## src/rtl/map_cnrom_prot_if.sv

```systemverilog
// CPU/PPU/save-state bus between the cartridge decode logic and the CNROM mapper core.
// The master drives the bus inputs; the slave is the mapper and drives the memory-address outputs.
interface map_cnrom_prot_if #(
  parameter int CHR_BANK_BITS = 2
);
  logic [15:0]                 cpu_addr;
  logic [7:0]                  cpu_dat;
  logic                        cpu_rw;
  logic                        cpu_ce;
  logic [7:0]                  prg_dat;
  logic [13:0]                 ppu_addr;
  logic                        ss_act;
  logic                        ss_we;
  logic [7:0]                  ss_addr;
  logic [7:0]                  map_idx;
  logic [14:0]                 prg_addr;
  logic [13+CHR_BANK_BITS-1:0] chr_addr;
  logic                        chr_ce;
  logic                        chr_on;
  logic [7:0]                  ss_rdat;

  modport master (
    output cpu_addr, cpu_dat, cpu_rw, cpu_ce, prg_dat, ppu_addr,
           ss_act, ss_we, ss_addr, map_idx,
    input  prg_addr, chr_addr, chr_ce, chr_on, ss_rdat
  );

  modport slave (
    input  cpu_addr, cpu_dat, cpu_rw, cpu_ce, prg_dat, ppu_addr,
           ss_act, ss_we, ss_addr, map_idx,
    output prg_addr, chr_addr, chr_ce, chr_on, ss_rdat
  );
endinterface

```

## src/rtl/map_cnrom_prot.sv

```systemverilog
// CNROM mapper with CHR copy-protection emulation (none / write-count unlock / keyed compare).
// Address outputs are combinational; bank/protection state updates on the m2 falling edge.
module map_cnrom_prot #(
  parameter int         CHR_BANK_BITS = 2,
  parameter int         PRG_32K       = 1,
  parameter int         PROT_MODE     = 1,
  parameter int         UNLOCK_WRITES = 2,
  parameter logic [1:0] PROT_KEY      = 2'b01,
  parameter int         BUS_CONFLICT  = 1
) (
  input logic              m2,
  input logic              map_rst,
  map_cnrom_prot_if.slave  bus
);

  localparam logic [3:0] UNLOCK_CNT = 4'(UNLOCK_WRITES);
  localparam logic       CHR_ON_RST = (PROT_MODE == 2) ? (PROT_KEY == 2'b00) : 1'b1;

  typedef enum logic [1:0] {
    PH_OPEN,
    PH_LOCKED,
    PH_UNLOCKED
  } phase_e;

  logic [CHR_BANK_BITS-1:0] chr_bank_q, chr_bank_d;
  logic [3:0]               wcnt_q, wcnt_d;
  logic                     chr_on_q, chr_on_d;
  phase_e                   phase;
  logic                     wr;
  logic [7:0]               wr_dat;
  logic                     unused_bits;

  assign wr     = !bus.cpu_ce && !bus.cpu_rw;
  assign wr_dat = (BUS_CONFLICT != 0) ? (bus.cpu_dat & bus.prg_dat) : bus.cpu_dat;

  assign bus.prg_addr[13:0] = bus.cpu_addr[13:0];
  assign bus.prg_addr[14]   = (PRG_32K != 0) ? bus.cpu_addr[14] : 1'b0;
  assign bus.chr_addr       = {chr_bank_q, bus.ppu_addr[12:0]};
  assign bus.chr_ce         = chr_on_q && !bus.ppu_addr[13];
  assign bus.chr_on         = chr_on_q;

  assign unused_bits = ^{bus.cpu_addr[15], wr_dat, bus.cpu_dat, bus.prg_dat};

  // Unlock phase is implied by the write count so a save-state restore lands in the right phase.
  always_comb begin
    phase = PH_OPEN;
    if (wcnt_q == 4'd0) begin
      phase = PH_OPEN;
    end else if (wcnt_q < UNLOCK_CNT) begin
      phase = PH_LOCKED;
    end else begin
      phase = PH_UNLOCKED;
    end
  end

  always_comb begin
    chr_bank_d = chr_bank_q;
    wcnt_d     = wcnt_q;
    chr_on_d   = chr_on_q;
    if (bus.ss_act) begin
      if (bus.ss_we && bus.ss_addr == 8'd0) begin
        wcnt_d   = bus.cpu_dat[4:1];
        chr_on_d = bus.cpu_dat[0];
      end else if (bus.ss_we && bus.ss_addr == 8'd1) begin
        chr_bank_d = bus.cpu_dat[CHR_BANK_BITS-1:0];
      end
    end else if (map_rst) begin
      chr_bank_d = '0;
      wcnt_d     = 4'd0;
      chr_on_d   = CHR_ON_RST;
    end else if (wr) begin
      chr_bank_d = wr_dat[CHR_BANK_BITS-1:0];
      if (PROT_MODE == 1) begin
        case (phase)
          PH_OPEN: begin
            wcnt_d   = 4'd1;
            chr_on_d = 1'b0;
          end
          PH_LOCKED: begin
            wcnt_d = wcnt_q + 4'd1;
            if (wcnt_q + 4'd1 == UNLOCK_CNT) begin
              chr_on_d = 1'b1;
            end
          end
          default: begin
            // Saturated: the count is never advanced again, so it cannot wrap.
            chr_on_d = 1'b1;
          end
        endcase
      end else if (PROT_MODE == 2) begin
        chr_on_d = (wr_dat[1:0] == PROT_KEY);
      end else begin
        chr_on_d = 1'b1;
      end
    end
  end

  always_ff @(negedge m2) begin
    chr_bank_q <= chr_bank_d;
    wcnt_q     <= wcnt_d;
    chr_on_q   <= chr_on_d;
  end

  always_comb begin
    bus.ss_rdat = 8'hFF;
    case (bus.ss_addr)
      8'd0:    bus.ss_rdat = {3'b000, wcnt_q, chr_on_q};
      8'd1:    bus.ss_rdat = 8'(chr_bank_q);
      8'd127:  bus.ss_rdat = bus.map_idx;
      default: bus.ss_rdat = 8'hFF;
    endcase
  end

endmodule

```

## src/flat_wrapper.sv

```systemverilog
// flat-port wrapper written by rule: the top's interface ports become plain ports
module map_cnrom_prot_flat 
#(
  parameter int         CHR_BANK_BITS = 2,
  parameter int         PRG_32K       = 1,
  parameter int         PROT_MODE     = 1,
  parameter int         UNLOCK_WRITES = 2,
  parameter logic [1:0] PROT_KEY      = 2'b01,
  parameter int         BUS_CONFLICT  = 1
)
  (m2, map_rst, bus_cpu_addr, bus_cpu_dat, bus_cpu_rw, bus_cpu_ce, bus_prg_dat, bus_ppu_addr, bus_ss_act, bus_ss_we, bus_ss_addr, bus_map_idx, bus_prg_addr, bus_chr_addr, bus_chr_ce, bus_chr_on, bus_ss_rdat);
  map_cnrom_prot_if #(.CHR_BANK_BITS(CHR_BANK_BITS)) bus_i ();
  input logic m2;
  input logic map_rst;
  input wire logic [$bits(bus_i.cpu_addr)-1:0] bus_cpu_addr;
  input wire logic [$bits(bus_i.cpu_dat)-1:0] bus_cpu_dat;
  input wire logic [$bits(bus_i.cpu_rw)-1:0] bus_cpu_rw;
  input wire logic [$bits(bus_i.cpu_ce)-1:0] bus_cpu_ce;
  input wire logic [$bits(bus_i.prg_dat)-1:0] bus_prg_dat;
  input wire logic [$bits(bus_i.ppu_addr)-1:0] bus_ppu_addr;
  input wire logic [$bits(bus_i.ss_act)-1:0] bus_ss_act;
  input wire logic [$bits(bus_i.ss_we)-1:0] bus_ss_we;
  input wire logic [$bits(bus_i.ss_addr)-1:0] bus_ss_addr;
  input wire logic [$bits(bus_i.map_idx)-1:0] bus_map_idx;
  output wire logic [$bits(bus_i.prg_addr)-1:0] bus_prg_addr;
  output wire logic [$bits(bus_i.chr_addr)-1:0] bus_chr_addr;
  output wire logic [$bits(bus_i.chr_ce)-1:0] bus_chr_ce;
  output wire logic [$bits(bus_i.chr_on)-1:0] bus_chr_on;
  output wire logic [$bits(bus_i.ss_rdat)-1:0] bus_ss_rdat;
  assign bus_i.cpu_addr = bus_cpu_addr;
  assign bus_i.cpu_dat = bus_cpu_dat;
  assign bus_i.cpu_rw = bus_cpu_rw;
  assign bus_i.cpu_ce = bus_cpu_ce;
  assign bus_i.prg_dat = bus_prg_dat;
  assign bus_i.ppu_addr = bus_ppu_addr;
  assign bus_i.ss_act = bus_ss_act;
  assign bus_i.ss_we = bus_ss_we;
  assign bus_i.ss_addr = bus_ss_addr;
  assign bus_i.map_idx = bus_map_idx;
  assign bus_prg_addr = bus_i.prg_addr;
  assign bus_chr_addr = bus_i.chr_addr;
  assign bus_chr_ce = bus_i.chr_ce;
  assign bus_chr_on = bus_i.chr_on;
  assign bus_ss_rdat = bus_i.ss_rdat;
  map_cnrom_prot #(.CHR_BANK_BITS(CHR_BANK_BITS), .PRG_32K(PRG_32K), .PROT_MODE(PROT_MODE), .UNLOCK_WRITES(UNLOCK_WRITES), .PROT_KEY(PROT_KEY), .BUS_CONFLICT(BUS_CONFLICT)) u_core (.m2(m2), .map_rst(map_rst), .bus(bus_i));
endmodule
```

## config.mk

```make
export PLATFORM = sky130hd
export DESIGN_NAME = map_cnrom_prot_flat
export DESIGN_NICKNAME = d
export VERILOG_FILES = /design/src/rtl/map_cnrom_prot_if.sv /design/src/rtl/map_cnrom_prot.sv /design/src/flat_wrapper.sv
export SDC_FILE = /design/constraint.sdc
export NUM_CORES = 1
export LEC_CHECK = 0
export BUFFER_PORTS_ARGS = -buffer_cell sky130_fd_sc_hd__buf_2
export CORE_AREA = 2 2 56 58
export CTS_CLUSTER_SIZE = 20
export DETAILED_ROUTE_END_ITERATION = 16
export DIE_AREA = 0 0 58 60
export HOLD_SLACK_MARGIN = 0.03
export PLACE_DENSITY = 0.76
export SETUP_SLACK_MARGIN = 0.4
export SLEW_MARGIN = 25
export SYNTH_ARGS = -nofsm -noshare
export SYNTH_HDL_FRONTEND = slang
export SYNTH_SLANG_ARGS = --single-unit
export TNS_END_PERCENT = 1
```

## constraint.sdc

```tcl
create_clock -name m2 -period 1.9 [get_ports m2]
set_input_delay 0.38 -clock m2 [delete_from_list [all_inputs] [get_ports m2]]
set_output_delay 0.38 -clock m2 [all_outputs]
set_load 0.1 [all_outputs]
```

# After elaboration in Yosys (flattened, before gate mapping)
# Index checks and enable logic that the tools add are counted.
dict set report totals {
  elab_cells 48
  input_bits 68
  regBits 7
}
dict set report op_classes {
  muxes 19
  n_lt_le_gt_ge 1
  reduce_logical 15
  add_sub_neg 1
  bitwise_logic 1
  eq_ne 8
}
# op n
set op_table {}
lappend op_table {{case mux 8 bit (3 select lines)} 1}
lappend op_table {{two-way mux 4 bit} 4}
lappend op_table {{two-way mux 2 bit} 7}
lappend op_table {{AND reduction 3 bit} 3}
lappend op_table {{equality test 8 x 1 -> 1 bit (second input constant)} 1}
lappend op_table {{equality test 8 x 7 -> 1 bit (second input constant)} 1}
lappend op_table {{zero test 8 bit} 1}
lappend op_table {{case mux 4 bit (2 select lines)} 1}
lappend op_table {{two-way mux 1 bit} 5}
lappend op_table {{adder 4 x 1 -> 4 bit (second input constant)} 1}
lappend op_table {{equality test 4 x 2 -> 1 bit (second input constant)} 1}
lappend op_table {{logical AND 1 bit} 4}
lappend op_table {{zero test 4 bit} 1}
lappend op_table {{less-than comparator 4 x 2 -> 1 bit (second input constant)} 1}
lappend op_table {{inequality test 2 x 1 -> 1 bit (second input constant)} 2}
lappend op_table {{inequality test 4 x 3 -> 1 bit (second input constant)} 1}
lappend op_table {{nonzero test 4 bit} 1}
lappend op_table {{zero test 1 bit} 3}
lappend op_table {{nonzero test 3 bit} 1}
lappend op_table {{AND 2 bit} 1}
lappend op_table {{equality test 2 x 1 -> 1 bit (second input constant)} 1}
lappend op_table {{zero test 2 bit} 1}
lappend op_table {{inequality test 2 bit (second input constant)} 1}
lappend op_table {{case mux 1 bit (2 select lines)} 1}

# Logic depth before layout (Yosys ltp)
# Gate-level depths: netlist (run 1).
dict set report logic_depth {
  depth_word 8
  mapped_depth 5
  depth_no_buf 5
}

==> flow_summary.json, run 1 <==
{
  "violations": "negative setup slack",
  "vias": 858,
  "critPathKind": "flop to output pin",
  "maxSlewViolCount": 0,
  "slew_headroom_pct": 77.5,
  "dp.cells": 160,
  "synth_cell_types": 31,
  "irDropWorstVdd_mv": 0.249,
  "required_ps": 1520,
  "async_reset_ff_share_pct": 0,
  "avgSynthCellArea_um2": 8.85,
  "finalNetCount": 211,
  "initial_core_util_pct": 29.9,
  "cts.reportedPaths.clkPinSlew_ps": 30,
  "grt_max_degree": 8,
  "area_growth_syn_to_layout_pct": 68.5,
  "antenna_left": 0,
  "crit_path_top_delay_cell": "edfxtp_1",
  "syn-instance-count": 98,
  "ys_seq_area_share_pct": 24.2,
  "outcome": "complete, but fails checks",
  "gp_congestion": 0.773,
  "drv_cap": 0,
  "drive_gt1_share_pct": 64.7,
  "min_path_type": "input pin to output pin",
  "worst_clock_skew_ps": 6.05,
  "cts_buffer_depth": 2,
  "startpoint_type": "flop",
  "io_buffers": 41,
  "fin_cells": 172,
  "netlist_area_um2": 867,
  "postCtsHoldBufs": 0,
  "via_per_inst": 4.99,
  "dr.pass1.iters": 4,
  "die_w_um": 58,
  "setup_viol": 16,
  "clock_sinks": 7,
  "p_int_w": 0.000416,
  "drc": 0,
  "regArea_um2": 210,
  "numCtsBuffers": 3,
  "p_seq_share_pct": 29.0,
  "fp.dieH_um": 60,
  "p_leak_nw": 0.671,
  "crit_start": "u_core.bus.chr_on$_DFFE_NP_",
  "die_area_um2": 3480,
  "grt_pass1_wl_um": 3800,
  "power_frac_clock_pct": 28.7,
  "cts_tree": "yes",
  "placed_area_um2": 1220,
  "grt_overflow": 0,
  "n_fill_cell": 275,
  "critPathCaptureType": "output pin",
  "wirelength_um": 2380,
  "synth.area.top_cells": "buf_4 (24%), edfxtp_1 (24%), ha_1 (4.3%)",
  "pre_cts_slack_ps": -720,
  "ios": 108,
  "multiInputGateArea_um2": 527,
  "grt.total_usage_pct": 14.3,
  "hp-start": "bus_ppu_addr[10]",
  "ys_top_cells_by_count": "buf_4 (28), edfxtp_1 (7), nand3_1 (7)",
  "coreArea_um2": 2900,
  "hold_viol_final": 0,
  "power_frac_comb_pct": 42.2,
  "p_switching_w": 0.000243,
  "cts_max_level": 1,
  "synth_edf_count": 7,
  "cts-root-buf": "clkbuf_4",
  "yosys.area.top_type_share_pct": 24.2,
  "ys_seq_elements": 7,
  "r2r-start": "u_core.wcnt_q[0]$_DFFE_NP_",
  "wl_per_cell_um": 13.8,
  "max_stage_delay_ps": 370,
  "synthMostInstantiatedCell": "buf_4",
  "yosys.area.top_type": "buf_4",
  "path_cells": "mux2_4 > nand3_2 > o211ai_1 > buf_12",
  "antenna_found_initial": 0,
  "drt_iter0_drc": 24,
  "dp_hpwl_um": 1850,
  "tightest_slew_ps": 336,
  "n_antenna_cell": 0,
  "rsz0062_at_grt": "yes",
  "rows": 20,
  "swShare_pct": 36.9,
  "worstPathArrival_ps": 2350,
  "power_density_nw_per_um2": 451,
  "path_max_fanout": 2,
  "synth_top_flop_cell": "edfxtp_1",
  "fin_area_um2": 1460,
  "clk_latency_ps": 320,
  "synth_nets": 169,
  "setup_slack_ps": -829,
  "grt_pass1_vias": 937,
  "yosysWarnings": 0
}
logic make-up (layout without fill, tap and decap cells):
family	Yosys count	in the layout	synth area share, %
AOI/OAI and AO/OA	21	21	19.2
DFF	7	7	24.2
muxes	2	2	2.60
adders and majority gates	3	3	4.33
buffers and inverters	37	78	28.1
xor gates and xnor gates	1	1	1.01
and+or+nand+nor	27	27	20.5
power groups by stage:
stage,Clock [W],Sequential (W),Combinational [W]
floorplan,0.0000256,0.000234,0.000346
global placement,0.0000256,0.000193,0.000224
detailed placement,0.0000256,0.000194,0.000226
CTS,0.000191,0.000192,0.000266
global route,0.000210,0.000193,0.000296
finish,0.000189,0.000192,0.000279
per-stage QoR:
stage               utilization [%]  power (W)  hold WS, ps  TNS [ps]
floorplan                         -   0.000606          678    -14160
global placement               41.9   0.000442          761     -7850
detailed placement             41.9   0.000445          761     -8140
CTS                            49.0   0.000649          761     -7640
global route                   50.3   0.000699          760     -8530
finish                         50.3   0.000660          760     -7540
metal layers:
metal  GRT usage, %  part of all wire [%]  vias to the layer above
li1               -                     -                      415
met1           13.0                    33                      371
met2           26.3                    51                       61
met3           5.84                    13                       11
met4           8.97                   3.0                        0
met5              0                     0                        -
path summary, 6_finish.rpt:
kind | slack [ps] | to | cells after the start
hold reg to reg | 850 | u_core.bus.chr_on$_DFFE_NP_ | 3
setup reg to reg | 230 | u_core.wcnt_q[0]$_DFFE_NP_ | 7
hold / removal | 760 | bus_chr_addr[10] | 0
setup / recovery | -830 | bus_ss_rdat[0] | 4
worst max-delay path, delay by kind of cell (launching register included):
kind / cells / cell delay, ps
buffers and inverters: 1 / 210
multiplexers: 1 / 290
AND/OR/NAND/NOR: 1 / 60
AO/OA/AOI/OAI: 1 / 150
flip-flops: 1 / 370
layout by cell type, fill, tap and decap left out, types with 3 or more instances in the layout:
cell,netlist,routed
clkbuf_4,0,3
o211ai_1,5,5
inv_1,6,11
edfxtp_1,7,7
buf_12,0,13
o21a_1,4,4
nand3_1,7,5
nand4_1,4,4
buf_4,28,15
buf_2,0,24
buf_6,0,9
sequential cells by signal, summed over array words and instances, names as in the netlist:
| name | cells |
|---|---|
| u_core.bus.chr_on | 1 |
| u_core.wcnt_q | 4 |
| u_core.chr_bank_q | 2 |
final cells by class:
cell class	count	area share [%]
Inverter	5	1.46
Multi-Input combinational cell	54	36.0
Timing Repair Buffer	62	41.7
Clock buffer	3	1.54
Clock inverter	8	2.05
Sequential cell	7	14.4
Tap cell	33	2.83
timing repair:
item	in CTS	in global routing
gates resized for setup	33	7
setup endpoints to repair	26	26
setup buffers	2	0
pin swaps	14	9
(Power assumes the default switching activity.)
==> run 2: changes to the inputs <==
--- a/config.mk
+++ b/config.mk
@@ -11,7 +11,7 @@
 export DETAILED_ROUTE_END_ITERATION = 16
 export DIE_AREA = 0 0 58 60
 export HOLD_SLACK_MARGIN = 0.03
-export PLACE_DENSITY = 0.76
+export PLACE_DENSITY = 0.83
 export SETUP_SLACK_MARGIN = 0.4
 export SLEW_MARGIN = 25
 export SYNTH_ARGS = -nofsm -noshare
==> run 2 against run 1 <==
Compared with the run above:
- the flow still finishes with violations (negative setup slack)
- cell count shrank 1.2%
- combinational power shrank 3%
- worst setup slack better by 17 ps
- core utilization decreased by 1.2 points
- sequential share of layout area grew 0.34 points
- die area did not move
- critical path depth is the same
- flip-flop and latch count stayed put
- hold slack unchanged
- clock power shrank 5%
==> flow_summary.json, run 2 (synthesis gave the netlist of run 1 again) <==
{
  "outcome": "complete, but fails checks",
  "violations": "negative setup slack",
  "antenna_left": 0,
  "irDropWorstVdd_mv": 0.276,
  "fp.dieH_um": 60,
  "ff2ff_setup_slack_ps": 260,
  "r2r-start": "u_core.wcnt_q[1]$_DFFE_NP_",
  "coreArea_um2": 2900,
  "drv_cap": 0,
  "die_w_um": 58,
  "grt.total_usage_pct": 14.2,
  "rsz0062_at_grt": "yes",
  "numCtsBuffers": 3,
  "worstPathArrival_ps": 2330,
  "setup_viol": 16,
  "utilization_pct": 49.2,
  "drc": 0,
  "power_frac_clock_pct": 27.9,
  "grt_pass1_wl_um": 3790,
  "dp.cells": 159,
  "holdPathEnd": "bus_chr_addr[10]",
  "critPathKind": "flop to output pin",
  "top_register": "u_core.wcnt_q",
  "fin_cells": 170,
  "pre_cts_slack_ps": -763,
  "hold_viol_final": 0,
  "io_buffers": 41,
  "die_area_um2": 3480,
  "via_per_inst": 4.92,
  "p_seq_share_pct": 30.0,
  "hp-start": "bus_ppu_addr[10]",
  "min_path_type": "input pin to output pin",
  "area_growth_syn_to_layout_pct": 64.6,
  "clock_sinks": 7,
  "power_frac_comb_pct": 42.1,
  "r2r_end": "u_core.wcnt_q[0]$_DFFE_NP_",
  "dr.pass1.iters": 4,
  "p_leak_nw": 0.645,
  "final_common_cell": "buf_2",
  "worst_clock_skew_ps": 2.23,
  "maxSlewViolCount": 0,
  "tightest_slew_ps": 308,
  "rows": 20,
  "holdWs_ps": 760,
  "drt_iter0_drc": 18,
  "largest_reg_flops": 4,
  "ios": 108,
  "grt_overflow": 0,
  "worstHoldPathCells": 0,
  "n_antenna_cell": 0,
  "slew_headroom_pct": 79.3,
  "vias": 837,
  "dp_hpwl_um": 1910,
  "path_max_fanout": 2,
  "swShare_pct": 36.2,
  "reg2regPathDepth": 7,
  "grt_max_degree": 9,
  "p_switching_w": 0.000232,
  "critPathCaptureType": "output pin",
  "power_density_nw_per_um2": 449,
  "startpoint_type": "flop",
  "postCtsHoldBufs": 0,
  "antenna_found_initial": 0,
  "wl_per_cell_um": 14.2,
  "cts_max_level": 1,
  "cts_buffer_depth": 2,
  "gp_congestion": 0.853,
  "clk_latency_ps": 310,
  "grt_pass1_vias": 899,
  "cts_tree": "yes",
  "tns_ps": -7990,
  "wirelength_um": 2420,
  "drive_gt1_share_pct": 64.2,
  "setup_slack_ps": -812,
  "most-common-layout-cells": "buf_2 (25), buf_4 (14), inv_1 (11)",
  "cts-root-buf": "clkbuf_4",
  "p_int_w": 0.000409,
  "initial_core_util_pct": 29.9,
  "n_fill_cell": 266,
  "cts.reportedPaths.clkPinSlew_ps": 30,
  "required_ps": 1520,
  "finalNetCount": 209
}
run 2: power by group through the flow:
stage	Clock, W	Combinational [W]	Sequential [W]
final	0.000179	0.000270	0.000192
after global routing	0.000212	0.000285	0.000193
after CTS	0.000189	0.000256	0.000193
after detailed placement	0.0000256	0.000226	0.000194
after global placement	0.0000256	0.000222	0.000193
after floorplan	0.0000256	0.000346	0.000234
run 2: layer usage:
metal  wire length, µm  share of wire [%]  global-route usage, %  vias to the layer above
met2              1260                 52                   24.5                       52
met3               259                 11                   4.98                       10
li1                  -                  -                      -                      408
met5                 0                  0                      0                        -
met4                48                2.0                   8.97                        0
met1               853                 35                   14.7                      367
run 2: timing repair:
| item | CTS | global route |
|---|---|---|
| gates cloned | 0 | 0 |
| setup buffers | 0 | 1 |
| pin swaps | 11 | 10 |
| resized for setup | 39 | 9 |
| endpoints found under the setup margin | 26 | 26 |
run 2: how the worst max path moves through the flow:
stage                                      from                              to  slack [ps]  cells past startpoint
floorplan           u_core.bus.chr_on$_DFFE_NP_                  bus_ss_rdat[0]       -1570                      3
CTS                 u_core.bus.chr_on$_DFFE_NP_                  bus_ss_rdat[0]        -830                      4
global route        u_core.bus.chr_on$_DFFE_NP_                  bus_ss_rdat[0]        -900                      4
finish              u_core.bus.chr_on$_DFFE_NP_                  bus_ss_rdat[0]        -810                      4
detailed placement               bus_ss_addr[6]  u_core.chr_bank_q[0]$_DFFE_NP_        -760                      5
global placement                 bus_ss_addr[6]  u_core.chr_bank_q[0]$_DFFE_NP_        -670                      5
run 2: cell type report:
class                   instances  area [µm²]  share of cell area (%)
inverters                       5        18.8                    1.31
clock inverters                 8        30.0                    2.10
clock buffers                   3        22.5                    1.58
multi-input cells              54         515                    36.1
well taps                      33        41.3                    2.89
repair buffers                 60         589                    41.3
flip-flops and latches          7         210                    14.7
run 2: metrics by stage:
| step | area [µm²] | power (W) |
|---|---|---|
| final | 1430 | 0.000641 |
| after global routing | 1430 | 0.000691 |
| after CTS | 1370 | 0.000637 |
| after detailed placement | 1160 | 0.000445 |
| after global placement | 1160 | 0.000440 |
| after floorplan | 870 | 0.000606 |
run 2: worst max-delay path: stages, from the launching register on:
cell       delay [ps]
edfxtp_1          390
mux2_4            290
nand3_2            60
o211ai_1          110
clkbuf_16         220
==> run 3: changes to the inputs <==
==> constraint.sdc (replaced) <==
create_clock -name m2 -period 1.9 [get_ports m2]
set_input_delay 0.285 -clock m2 [delete_from_list [all_inputs] [get_ports m2]]
set_output_delay 0.285 -clock m2 [all_outputs]
set_load 0.1 [all_outputs]
==> run 3 against run 2 <==
Compared with the run above:
- the run still ends with negative setup slack left
- clock skew grew 7.1 ps
- sequential power about the same
- non-clock buffer count shrank 1
- die area unchanged
- core utilization decreased by 0.47 points
- count of clock-buffer cells in the layout stayed put
- register-to-register slack lost 50 ps
- first-iteration DRC count grew 39%
- worst setup slack improved by 96 ps
- wire length rose by 0.58%
- critical path type unchanged
==> flow_summary.json, run 3 (synthesis gave the netlist of run 1 again) <==
{
  "drc": 0,
  "numCtsBuffers": 3,
  "wl_met3_um": 256,
  "io_buffers": 41,
  "wl_per_cell_um": 14.4,
  "grt_max_degree": 9,
  "worstPathArrival_ps": 2330,
  "setup_slack_ps": -716,
  "p_leak_nw": 0.636,
  "largest_reg_flops": 4,
  "cts_tree": "yes",
  "min_path_type": "input pin to output pin",
  "worst_clock_skew_ps": 9.36,
  "clock_sinks": 7,
  "area_growth_syn_to_layout_pct": 63.1,
  "grt_overflow": 0,
  "cts_buffer_depth": 2,
  "r2r_end": "u_core.wcnt_q[1]$_DFFE_NP_",
  "outcome": "complete, but fails checks",
  "grt.total_usage_pct": 13.9,
  "cts-root-buf": "clkbuf_4",
  "p_total_w": 0.000649,
  "violations": "negative setup slack",
  "crit_start": "u_core.chr_bank_q[0]$_DFFE_NP_",
  "final_common_cell": "buf_2",
  "ff2ff_setup_slack_ps": 210,
  "gp_congestion": 0.849,
  "via_per_inst": 5.06,
  "cts_max_level": 1,
  "startpoint_type": "flop",
  "coreArea_um2": 2900,
  "hp-start": "bus_ppu_addr[10]",
  "die_w_um": 58,
  "power_density_nw_per_um2": 459,
  "drv_cap": 0,
  "initial_core_util_pct": 29.9,
  "r2r-start": "u_core.wcnt_q[1]$_DFFE_NP_",
  "most-common-layout-cells": "buf_2 (25), buf_4 (13), inv_1 (12)",
  "worstHoldPathCells": 0,
  "hold_viol_final": 0,
  "die_area_um2": 3480,
  "finalNetCount": 208,
  "slew_headroom_pct": 78.3,
  "path_max_fanout": 2,
  "required_ps": 1620,
  "met2WireLength_um": 1250,
  "grt_pass1_wl_um": 3710,
  "critPathCaptureType": "output pin",
  "n_fill_cell": 270,
  "antenna_found_initial": 0,
  "holdPathEnd": "bus_chr_addr[10]",
  "tightest_slew_ps": 324,
  "ios": 108,
  "reg2regPathDepth": 6,
  "irDropWorstVdd_mv": 0.318,
  "routed.top_layer": "met4",
  "critPathKind": "flop to output pin",
  "wl_met1_um": 857,
  "clk_latency_ps": 320,
  "utilization_pct": 48.7,
  "vias": 855,
  "cts_setup_buffers": 0,
  "drive_gt1_share_pct": 61.0,
  "n_antenna_cell": 0,
  "maxSlewViolCount": 0,
  "dr.pass1.iters": 4,
  "fp.dieH_um": 60,
  "wirelength_um": 2430,
  "grt_pass1_vias": 881,
  "rows": 20,
  "rsz0062_at_grt": "yes",
  "cts.reportedPaths.clkPinSlew_ps": 30,
  "drt_iter0_drc": 25,
  "setup_viol": 16,
  "antenna_left": 0,
  "top_register": "u_core.wcnt_q",
  "dp_hpwl_um": 1860
}
==> run 3: what timing repair did <==
action                                  in CTS  in global routing
endpoints found under the setup margin      25                 25
resized for setup                           39                  6
hold buffers                                 0                  0
pin swaps                                   11                  8
==> run 3: cell type report <==
| type | instances | area [µm²] | share of cell area [%] |
|---|---|---|---|
| multi-input combinational | 54 | 507 | 35.8 |
| timing repair buffer | 59 | 582 | 41.2 |
| clock inverter | 8 | 30.0 | 2.12 |
| sequential | 7 | 210 | 14.9 |
| tap | 33 | 41.3 | 2.92 |
| inverter | 5 | 21.3 | 1.50 |
| clock buffer | 3 | 22.5 | 1.59 |
==> run 3: per-stage QoR <==
step / setup TNS (ps) / area, µm² / std cells / setup slack (ps) / hold WS (ps)
6_report: -6430 / 1410 / 169 / -716 / 570
5_1_grt: -7110 / 1410 / 169 / -795 / 570
4_1_cts: -6410 / 1380 / 169 / -730 / 571
3_5_place_dp: -6490 / 1160 / 159 / -658 / 571
3_3_place_gp: -5860 / 1160 / 159 / -578 / 571
2_1_floorplan: -11740 / 870 / 98 / -1470 / 678
==> run 3: critical path, stage by stage, from the launching register on <==
cell,delay (ps)
edfxtp_1,390
mux2_4,280
nand3_2,60
o211ai_1,110
clkbuf_16,220
==> run 3: worst max-delay path by stage <==
stage / end / slack (ps) / cells past startpoint
final: bus_ss_rdat[0] / -720 / 4
after global routing: bus_ss_rdat[0] / -800 / 4
after CTS: bus_ss_rdat[0] / -730 / 4
after detailed placement: u_core.chr_bank_q[0]$_DFFE_NP_ / -660 / 5
after global placement: u_core.chr_bank_q[0]$_DFFE_NP_ / -580 / 5
after floorplan: bus_ss_rdat[0] / -1470 / 3
==> run 3: where the power goes <==
part | internal, W | leakage [nW] | switching [W]
combinational | 0.000127 | 0.513 | 0.000140
clock | 0.0000949 | 0.0564 | 0.0000943
sequential | 0.000186 | 0.0667 | 0.00000680
==> run 3: layer usage <==
metal	vias to the layer above	global-route usage (%)
li1	406	-
met1	387	14.3
met2	49	24.4
met3	13	4.98
met4	0	8.31
met5	-	0
